$ cat src/rtl/song_pos_table.sv
// song_pos_table: run-time loadable table of per-channel song lengths.
// On a song select it walks the song rows sequentially, accumulating prefix
// sums for every channel in parallel, then presents each channel's start
// address, length and an address-space overflow flag.
module song_pos_table #(
  parameter int unsigned CHANNELS = 13,
  parameter int unsigned SONGS    = 4,
  parameter int unsigned SONG_W   = 2,
  parameter int unsigned CH_W     = 4,
  parameter int unsigned ADDR_W   = 16,
  parameter int unsigned LEN_W    = 12,
  parameter logic [CHANNELS*SONGS*LEN_W-1:0] LEN_INIT = '0
) (
  input  logic                       clock,
  input  logic                       reset_n,
  input  logic                       sel_valid,
  input  logic [SONG_W-1:0]          sel_song,
  output logic                       sel_ready,
  input  logic                       wr_en,
  input  logic [CH_W-1:0]            wr_chan,
  input  logic [SONG_W-1:0]          wr_song,
  input  logic [LEN_W-1:0]           wr_len,
  output logic                       pos_valid,
  output logic [CHANNELS*ADDR_W-1:0] pos_base,
  output logic [CHANNELS*LEN_W-1:0]  pos_len,
  output logic [CHANNELS-1:0]        overflow
);

  // idx must be able to reach SONGS itself (the out-of-range terminator)
  localparam int unsigned IDX_W = (SONGS < 1) ? 1 : $clog2(SONGS + 1);
  // sum is wide enough for acc + len without losing the carry
  localparam int unsigned SUM_W = ((LEN_W > ADDR_W) ? LEN_W : ADDR_W) + 1;
  localparam logic [SUM_W-1:0] ADDR_SPAN = SUM_W'(1) << ADDR_W;

  typedef enum logic {
    IDLE,
    ACCUM
  } state_e;

  state_e                            state_q, state_d;
  logic [IDX_W-1:0]                  idx_q, idx_d;
  logic [SONG_W-1:0]                 target_q, target_d;
  logic [CHANNELS-1:0][ADDR_W-1:0]   acc_q, acc_d;
  logic [CHANNELS-1:0]               sticky_q, sticky_d;
  logic [CHANNELS-1:0][ADDR_W-1:0]   base_q, base_d;
  logic [CHANNELS-1:0][LEN_W-1:0]    plen_q, plen_d;
  logic [CHANNELS-1:0]               ovf_q, ovf_d;
  logic                              valid_q, valid_d;
  logic [LEN_W-1:0]                  len_q [SONGS][CHANNELS];
  logic [LEN_W-1:0]                  len_d [SONGS][CHANNELS];

  logic                              wr_commit;
  logic                              at_end;
  logic [CHANNELS-1:0][LEN_W-1:0]    rd_len;
  logic [CHANNELS-1:0][SUM_W-1:0]    sum;

  assign sel_ready = (state_q == IDLE);
  assign wr_commit = wr_en && sel_ready
                     && (32'(wr_chan) < CHANNELS) && (32'(wr_song) < SONGS);
  assign at_end    = (32'(idx_q) == 32'(target_q)) || (32'(idx_q) == SONGS);

  assign pos_valid = valid_q;
  assign pos_base  = base_q;
  assign pos_len   = plen_q;
  assign overflow  = ovf_q;

  // Read the current row; idx == SONGS yields an all-zero row.
  always_comb begin
    rd_len = '0;
    for (int unsigned s = 0; s < SONGS; s++) begin
      if (32'(idx_q) == s) begin
        for (int unsigned c = 0; c < CHANNELS; c++) begin
          rd_len[c] = len_q[s][c];
        end
      end
    end
  end

  // Per-channel accumulator plus current row, carry kept above ADDR_W.
  always_comb begin
    sum = '0;
    for (int unsigned c = 0; c < CHANNELS; c++) begin
      sum[c] = SUM_W'(acc_q[c]) + SUM_W'(rd_len[c]);
    end
  end

  // Length table next state: single-entry write while idle and in range.
  always_comb begin
    len_d = len_q;
    for (int unsigned s = 0; s < SONGS; s++) begin
      for (int unsigned c = 0; c < CHANNELS; c++) begin
        if (wr_commit && (32'(wr_song) == s) && (32'(wr_chan) == c)) begin
          len_d[s][c] = wr_len;
        end
      end
    end
  end

  // FSM next state and datapath: accept select, accumulate, publish result.
  always_comb begin
    state_d  = state_q;
    idx_d    = idx_q;
    target_d = target_q;
    acc_d    = acc_q;
    sticky_d = sticky_q;
    base_d   = base_q;
    plen_d   = plen_q;
    ovf_d    = ovf_q;
    valid_d  = valid_q;

    unique case (state_q)
      IDLE: begin
        if (sel_valid) begin
          target_d = sel_song;
          idx_d    = '0;
          acc_d    = '0;
          sticky_d = '0;
          valid_d  = 1'b0;
          state_d  = ACCUM;
        end
      end
      ACCUM: begin
        if (at_end) begin
          for (int unsigned c = 0; c < CHANNELS; c++) begin
            base_d[c] = acc_q[c];
            plen_d[c] = rd_len[c];
            ovf_d[c]  = sticky_q[c] | (sum[c] > ADDR_SPAN);
          end
          valid_d = 1'b1;
          state_d = IDLE;
        end else begin
          // Wrap modulo 2^ADDR_W, folding any carry into the sticky flag.
          for (int unsigned c = 0; c < CHANNELS; c++) begin
            acc_d[c]    = sum[c][ADDR_W-1:0];
            sticky_d[c] = sticky_q[c] | (|sum[c][SUM_W-1:ADDR_W]);
          end
          idx_d = idx_q + IDX_W'(1);
        end
      end
      default: state_d = IDLE;
    endcase
  end

  // Control and result registers.
  always_ff @(posedge clock or negedge reset_n) begin
    if (!reset_n) begin
      state_q  <= IDLE;
      idx_q    <= '0;
      target_q <= '0;
      acc_q    <= '0;
      sticky_q <= '0;
      base_q   <= '0;
      plen_q   <= '0;
      ovf_q    <= '0;
      valid_q  <= 1'b0;
    end else begin
      state_q  <= state_d;
      idx_q    <= idx_d;
      target_q <= target_d;
      acc_q    <= acc_d;
      sticky_q <= sticky_d;
      base_q   <= base_d;
      plen_q   <= plen_d;
      ovf_q    <= ovf_d;
      valid_q  <= valid_d;
    end
  end

  // Length table, reloaded from LEN_INIT on reset.
  always_ff @(posedge clock or negedge reset_n) begin
    if (!reset_n) begin
      for (int unsigned s = 0; s < SONGS; s++) begin
        for (int unsigned c = 0; c < CHANNELS; c++) begin
          len_q[s][c] <= LEN_INIT[(s*CHANNELS+c)*LEN_W +: LEN_W];
        end
      end
    end else begin
      len_q <= len_d;
    end
  end

endmodule

$ cat config.mk
export PLATFORM = sky130hd
export DESIGN_NAME = song_pos_table
export DESIGN_NICKNAME = d
export VERILOG_FILES = /design/src/rtl/song_pos_table.sv
export SDC_FILE = /design/constraint.sdc
export NUM_CORES = 2
export LEC_CHECK = 0
export BUFFER_PORTS_ARGS = -buffer_cell sky130_fd_sc_hd__clkbuf_2
export CAP_MARGIN = 20
export CORE_MARGIN = 2
export CORE_UTILIZATION = 25
export CTS_CLUSTER_SIZE = 10
export DETAILED_ROUTE_END_ITERATION = 10
export HOLD_SLACK_MARGIN = 0.05
export PLACE_DENSITY_LB_ADDON = 0.15
export SLEW_MARGIN = 30
export SYNTH_ARGS = -nofsm -noshare
export SYNTH_HDL_FRONTEND = slang
export SYNTH_SLANG_ARGS = --single-unit
$ cat constraint.sdc
create_clock -name clock -period 4.7 [get_ports clock]
set_input_delay 0.705 -clock clock [delete_from_list [all_inputs] [get_ports clock]]
set_output_delay 0.705 -clock clock [all_outputs]
set_load 0.03 [all_outputs]
=== Word-level counts from Yosys, hierarchy flattened ===
Index checks and enable logic that the tools add are counted.

* Add/sub/neg operators: 14
* Magnitude comparators: 14
* Equality and inequality tests: 23
* Multiplexer cells: 19
* Bitwise logic cells: 27
* Reduce and logical (&&, ||, !) cells: 66

{| class="wikitable"
|+ Operator list
! cell !! number
|-
| $mux W156 || 4
|-
| $mux W208 || 2
|-
| $pmux W208 S2 || 1
|-
| $add A16 B12 Y17 || 13
|-
| $gt A17 B17 Y1 const B || 13
|-
| $logic_and A1 B1 Y1 || 58
|-
| $mux W13 || 2
|-
| $or A1 B1 Y1 || 26
|-
| $pmux W13 S2 || 1
|-
| $eq A4 B4 Y1 const B || 5
|-
| $eq A4 B3 Y1 const B || 4
|-
| $eq A4 B2 Y1 const B || 2
|-
| $reduce_and A2 Y1 || 4
|-
| $eq A3 B2 Y1 const B || 2
|-
| $mux W3 || 2
|-
| $pmux W3 S2 || 1
|-
| $eq A2 B2 Y1 const B || 2
|-
| $eq A4 B1 Y1 const B || 1
|-
| $logic_not A4 Y1 || 1
|-
| $lt A4 B4 Y1 const B || 1
|-
| $mux W1 || 4
|-
| $ne A2 B2 Y1 const B || 2
|-
| $pmux W1 S2 || 2
|-
| $add A3 B1 Y3 const B || 1
|-
| 9 further kinds || 9
|}

* Bits in registers: 1229

=== Logic depth before layout (Yosys ltp) ===
* Depth after elaboration: 9
* Mapped depth: 20

=== Least setup slack after synthesis ===
Ideal clock, no wire load.

* Kind: register to register
* From: register idx_q[2]
* To: register ovf_q[5] (netlist: overflow[5])
* Library setup time: 131 ps
* Arrival: 4285 ps
* Data required time: 4569 ps
* Setup slack: 284 ps
* Cell stages (with the launch flop): 21
* Buffers on the path: 5
* Clock period less this slack: 4416 ps
* Path through: dfrtp_1 > clkbuf_1 > inv_1 > ha_1 > clkbuf_1 > clkbuf_1 > clkbuf_1 > clkbuf_1 > nand2_1 > o21ai_0 > ha_1 > inv_1 > fa_1 > nor2b_1 > o31a_1 > a21oi_1 > or4_1 > a211oi_1 > nand4_1 > nor4b_2 > a31oi_1

{| class="wikitable"
|+ RTL lines
! element !! RTL line !! text
|-
| start: declaration || 41 || <nowiki>logic [IDX_W-1:0] idx_q, idx_d;</nowiki>
|-
| start signal: assignment || 158 || <nowiki>idx_q <= idx_d;</nowiki>
|-
| end signal: assignment || 164 || <nowiki>ovf_q <= ovf_d;</nowiki>
|-
| end: declaration || 47 || <nowiki>logic [CHANNELS-1:0] ovf_q, ovf_d;</nowiki>
|}

==> qor_table.md <==
| Quantity | This run | Unit |
| --- | --- | --- |
| Status | finished, final reports clean | - |
| Number of global-route vias before repair | 45.3k | - |
| EDFF count, synth | 0 | - |
| Crit path time final | 4.54 | ns |
| Number of remaining DRC errors | 0 | - |
| Share of synthesized area occupied by flip-flops and latches | 0.515 | - |
| Top layer used by detailed routing | met5 | - |
| Worst Setup EP | overflow[1]$_DFFE_PN0P_ | - |
| DR vias | 45.7k | - |
| Top achievable clock speed | 0.220 | GHz |
| DR pass1 iterations | 5 | - |
| Yosys warnings | 0 | - |
| Startpoint types | flip-flop | - |
| Final ANT Viol Nets | 0 | - |
| Post-placement setup slack | -0.258 | ns |
| Reg2reg path depth | 20 | - |
| Reg-to-reg startpoint | idx_q[1]$_DFFE_PN0P_ | - |
| Setup violations, final | 0 | - |
| Width of the die | 493 | um |
| Hold Crit Class | input port to flip-flop | - |
| Timing startpoint of the critical path | idx_q[1]$_DFFE_PN0P_ | - |
| Most frequently used cell type in the post-synthesis netlist | sky130_fd_sc_hd__dfrtp_1 | - |
| Pin count of the biggest net entering global routing | 112 | - |
| Overall power | 45.2 | mW |
| Clock tree from TritonCTS | built | - |
| Area taken by flip-flops and latches | 0.0308 | mm2 |
| Fin Clk Skew | 0.0399 | ns |
| Sw Ratio | 0.432 | - |
| Fraction of registers with async set/reset | 1.00 | - |
| Maximum buffer depth of the clock tree | 3 | - |
| PortBufs | 402 | - |
| Met3 Routed Length | 11,700 | um |
| Wire length of the first global-routing pass | 318,000 | um |
| Die Height | 493 | um |
| Largest cells by area after synthesis | sky130_fd_sc_hd__dfrtp_1 51%, sky130_fd_sc_hd__mux2_2 15%, sky130_fd_sc_hd__nand2_1 7.2% | - |
| Slew at the pin closest to its max-slew limit | 0.950 | ns |
| Rows | 179 | - |
| Routed wl met2 | 95,100 | um |
| Total routing usage reported by global routing | 0.176 | - |
| Max_slew headroom | 0.364 | - |
| Area of the die | 0.243 | mm2 |
| Clock insertion delay at the later pin of the skew report | 0.82 | ns |
| Area used by multi-input combinational logic | 0.0274 | mm2 |
| Root buffer cell | sky130_fd_sc_hd__clkbuf_16 | - |
| Average cell area after synthesis | 10.4 | um2 |
| Routability congestion estimate from global placement | 0.856 | - |
| WS Path Type | flip-flop to flip-flop | - |
| Max-cap violation count | 0 | - |
| Number of levels in the clock H-tree | 4 | - |
| Hold Violations, Final | 0 | - |
| Most used flip-flop cell after synthesis | sky130_fd_sc_hd__dfrtp_1 | - |
| Routed length on met1 | 105,000 | um |
| Share of power burned in registers | 0.321 | - |
| Clock buffers created by TritonCTS | 151 | - |
| Per-cell via count in the routed design | 4.82 | - |
| Setup slack of the critical path after layout | 0.164 | ns |
| R2R setup slack | 0.16 | ns |
| Share of post-route cells with drive strength above 1 | 0.277 | - |
| Total non-filler cell area in the finished layout | 0.0721 | mm2 |
| Leading area contributor after synthesis | sky130_fd_sc_hd__dfrtp_1 | - |
| Reported net switching power | 19.5 | mW |
| Area share of the largest cell type after synthesis | 0.515 | - |
| Number of clock sinks | 1,229 | - |
| Remaining global-route overflow | 0 | - |
| Top post-synthesis cells by count | 1,229 x sky130_fd_sc_hd__dfrtp_1, 1,141 x sky130_fd_sc_hd__nand2_1, 770 x sky130_fd_sc_hd__mux2_2, 609 x sky130_fd_sc_hd__o21ai_0, 353 x sky130_fd_sc_hd__clkbuf_1 | - |
| Finished Core Util | 0.303 | - |
| Leakage Power | 35.2 | nW |
| Internal power contribution | 25.7 | mW |
| Detailed-route wire length per cell | 23.0 | um |
| Nature of the critical path endpoint | flip-flop | - |
| Post-synth cell types | 75 | - |
| Number of top-level pins | 403 | - |
| Cells after Synth | 5,759 | - |
| # fillers | 24.5k | - |
| HPWL after detailed placement | 154,000 | um |
| Pwr Density | 626 | mW/mm2 |
| Yosys reg bits | 1,229 | - |
| Synth-to-Final Area Change | 20.7 | % |
| Count of pins over their slew limit | 0 | - |
| Number of antenna violations at the first check in global routing | 32 | - |
| Worst-case vdd ir drop | 0.660 | mV |
| Number of nets at the end of the flow | 6,448 | - |
| Placeable Area | 0.238 | mm2 |
| Placement-stage cell area | 0.0671 | mm2 |
| Proportion of power drawn by combinational gates | 0.430 | - |
| Final wirelength | 219,000 | um |
| Initial detailed-routing violation count | 2,927 | - |
| Initial standard-cell utilization of the core | 0.251 | - |
| Endpoint of the worst-slack reg-to-reg timing path | overflow[1]$_DFFE_PN0P_ | - |
| Top fanout value on the critical path | 7 | - |
| WP data arrival | 5.22 | ns |
| Worst path required time | 5.39 | ns |
| Area of the mapped netlist | 0.0597 | mm2 |
| Clk slew on worst S/H paths | 0.06 | ns |
| Ratio of final minimum period to clock period | 0.965 | - |
| Part of the total power dissipated in the clock network | 0.249 | - |
| Syn Nets | 5,970 | - |
## through the flow
step / hold slack (ns) / setup TNS [ns] / cells
5_1_grt: 0.131 / -0.0205 / 9480
4_1_cts: 0.0936 / -0.00158 / 9464
3_5_place_dp: 0.463 / -1.21 / 9235
3_3_place_gp: 0.459 / -0.591 / 9234
6_report: 0.182 / 0 / 9488
2_1_floorplan: 0.409 / 0 / 5759
## placed cells by master, fill, tap and decap left out, types with 35 or more instances in the layout
cell type,netlist,routed
sky130_fd_sc_hd__buf_4,1,272
sky130_fd_sc_hd__xor2_1,74,73
sky130_fd_sc_hd__nand2_1,1141,1138
sky130_fd_sc_hd__o21ai_0,609,592
sky130_fd_sc_hd__nand3_1,210,210
sky130_fd_sc_hd__ha_1,174,172
sky130_fd_sc_hd__clkbuf_2,1,396
sky130_fd_sc_hd__nor2_1,139,137
sky130_fd_sc_hd__mux2_2,770,770
sky130_fd_sc_hd__xnor2_1,56,56
sky130_fd_sc_hd__dfrtp_1,1229,1228
sky130_fd_sc_hd__a22oi_1,158,158
sky130_fd_sc_hd__a21o_1,49,49
sky130_fd_sc_hd__a211oi_1,39,35
sky130_fd_sc_hd__clkbuf_1,353,38
sky130_fd_sc_hd__a21oi_1,152,147
sky130_fd_sc_hd__clkbuf_16,0,155
sky130_fd_sc_hd__inv_1,80,78
## how the worst min path moves through the flow
stage / start / endpoint / slack (ns) / cells after the start
after floorplan: reset_n / acc_q[0]$_DFFE_PN0P_ / 0.41 / 0
after global placement: pos_base[184]$_DFFE_PN0P_ / pos_base[184]$_DFFE_PN0P_ / 0.46 / 2
after detailed placement: pos_base[167]$_DFFE_PN0P_ / pos_base[167]$_DFFE_PN0P_ / 0.46 / 2
after CTS: sel_song[0] / target_q[0]$_DFFE_PN0P_ / 0.09 / 3
after global routing: sel_song[0] / target_q[0]$_DFFE_PN0P_ / 0.13 / 3
final: sel_song[0] / target_q[0]$_DFFE_PN0P_ / 0.18 / 3
## routing by layer
metal | track usage | vias up
met5 | 0.00294 | -
met4 | 0.0581 | 22
met3 | 0.0339 | 292
met2 | 0.264 | 993
met1 | 0.252 | 23200
li1 | - | 21200
## worst max-delay path: stages, from the launching register on
cell                      delay (ns)
sky130_fd_sc_hd__dfrtp_1        0.42
sky130_fd_sc_hd__inv_2          0.09
sky130_fd_sc_hd__ha_2           0.19
sky130_fd_sc_hd__nor3b_4        0.20
sky130_fd_sc_hd__buf_6          0.15
sky130_fd_sc_hd__buf_8          0.15
sky130_fd_sc_hd__buf_12         0.14
sky130_fd_sc_hd__a22oi_1        0.09
sky130_fd_sc_hd__nand2_1        0.07
sky130_fd_sc_hd__o21ai_0        0.11
sky130_fd_sc_hd__o21ai_1        0.25
sky130_fd_sc_hd__buf_4          0.18
sky130_fd_sc_hd__ha_1           0.27
sky130_fd_sc_hd__nor2b_1        0.17
sky130_fd_sc_hd__o31a_1         0.27
sky130_fd_sc_hd__o31a_1         0.35
sky130_fd_sc_hd__and3_1         0.21
sky130_fd_sc_hd__a32o_1         0.21
sky130_fd_sc_hd__or4b_1         0.52
sky130_fd_sc_hd__and4b_1        0.27
sky130_fd_sc_hd__a31oi_1        0.08
## area by class of cell
class	instances	area share
diodes	10	0.000347
clock buffers	200	0.0566
clock inverters	27	0.00711
inverters	81	0.00422
multi-input cells	4051	0.381
flip-flops and latches	1229	0.427
well taps	3167	0.0550
repair buffers	723	0.0696
## power by group through the flow
stage          sequential, mW  combinational [mW]  clock (mW)
4_1_cts                  14.5                19.4        11.6
3_5_place_dp             14.7                19.3           0
6_report                 14.5                19.4        11.2
3_3_place_gp             14.7                19.2           0
2_1_floorplan            15.7                9.97           0
5_1_grt                  14.8                21.2        12.0
## kinds of logic (layout without fill, tap and decap cells)
logic type / Yosys count / in the layout / share of synthesized area
AND/OR/NAND/NOR: 1726 / 1726 / 0.124
AO/OA/AOI/OAI: 1231 / 1231 / 0.124
flip-flops: 1229 / 1229 / 0.515
multiplexers: 777 / 777 / 0.146
buffers and inverters: 479 / 1031 / 0.0305
adder cells (fa/ha/maj): 187 / 187 / 0.0408
XOR/XNOR: 130 / 130 / 0.0191
other: 0 / 10 / 0
## state kept, by name, indices dropped and copies added, names as in the netlist
| register | flops |
|---|---|
| overflow | 13 |
| state_q | 1 |
| acc_q | 208 |
| pos_valid | 1 |
| pos_len | 156 |
| idx_q | 3 |
| sticky_q | 13 |
| pos_base | 208 |
| len_q | 624 |
| target_q | 2 |
## timing repair
| action | CTS | global route |
|---|---|---|
| hold buffers | 2 | 0 |
| buffers inserted | 0 | 11 |
| endpoints found under the setup margin | 17 | 45 |
| gates cloned | 0 | 3 |
| endpoints found under the hold margin | 84 | 0 |
| pin swaps | 0 | 5 |
| gates resized for setup | 13 | 46 |
(Power assumes the default switching activity.)
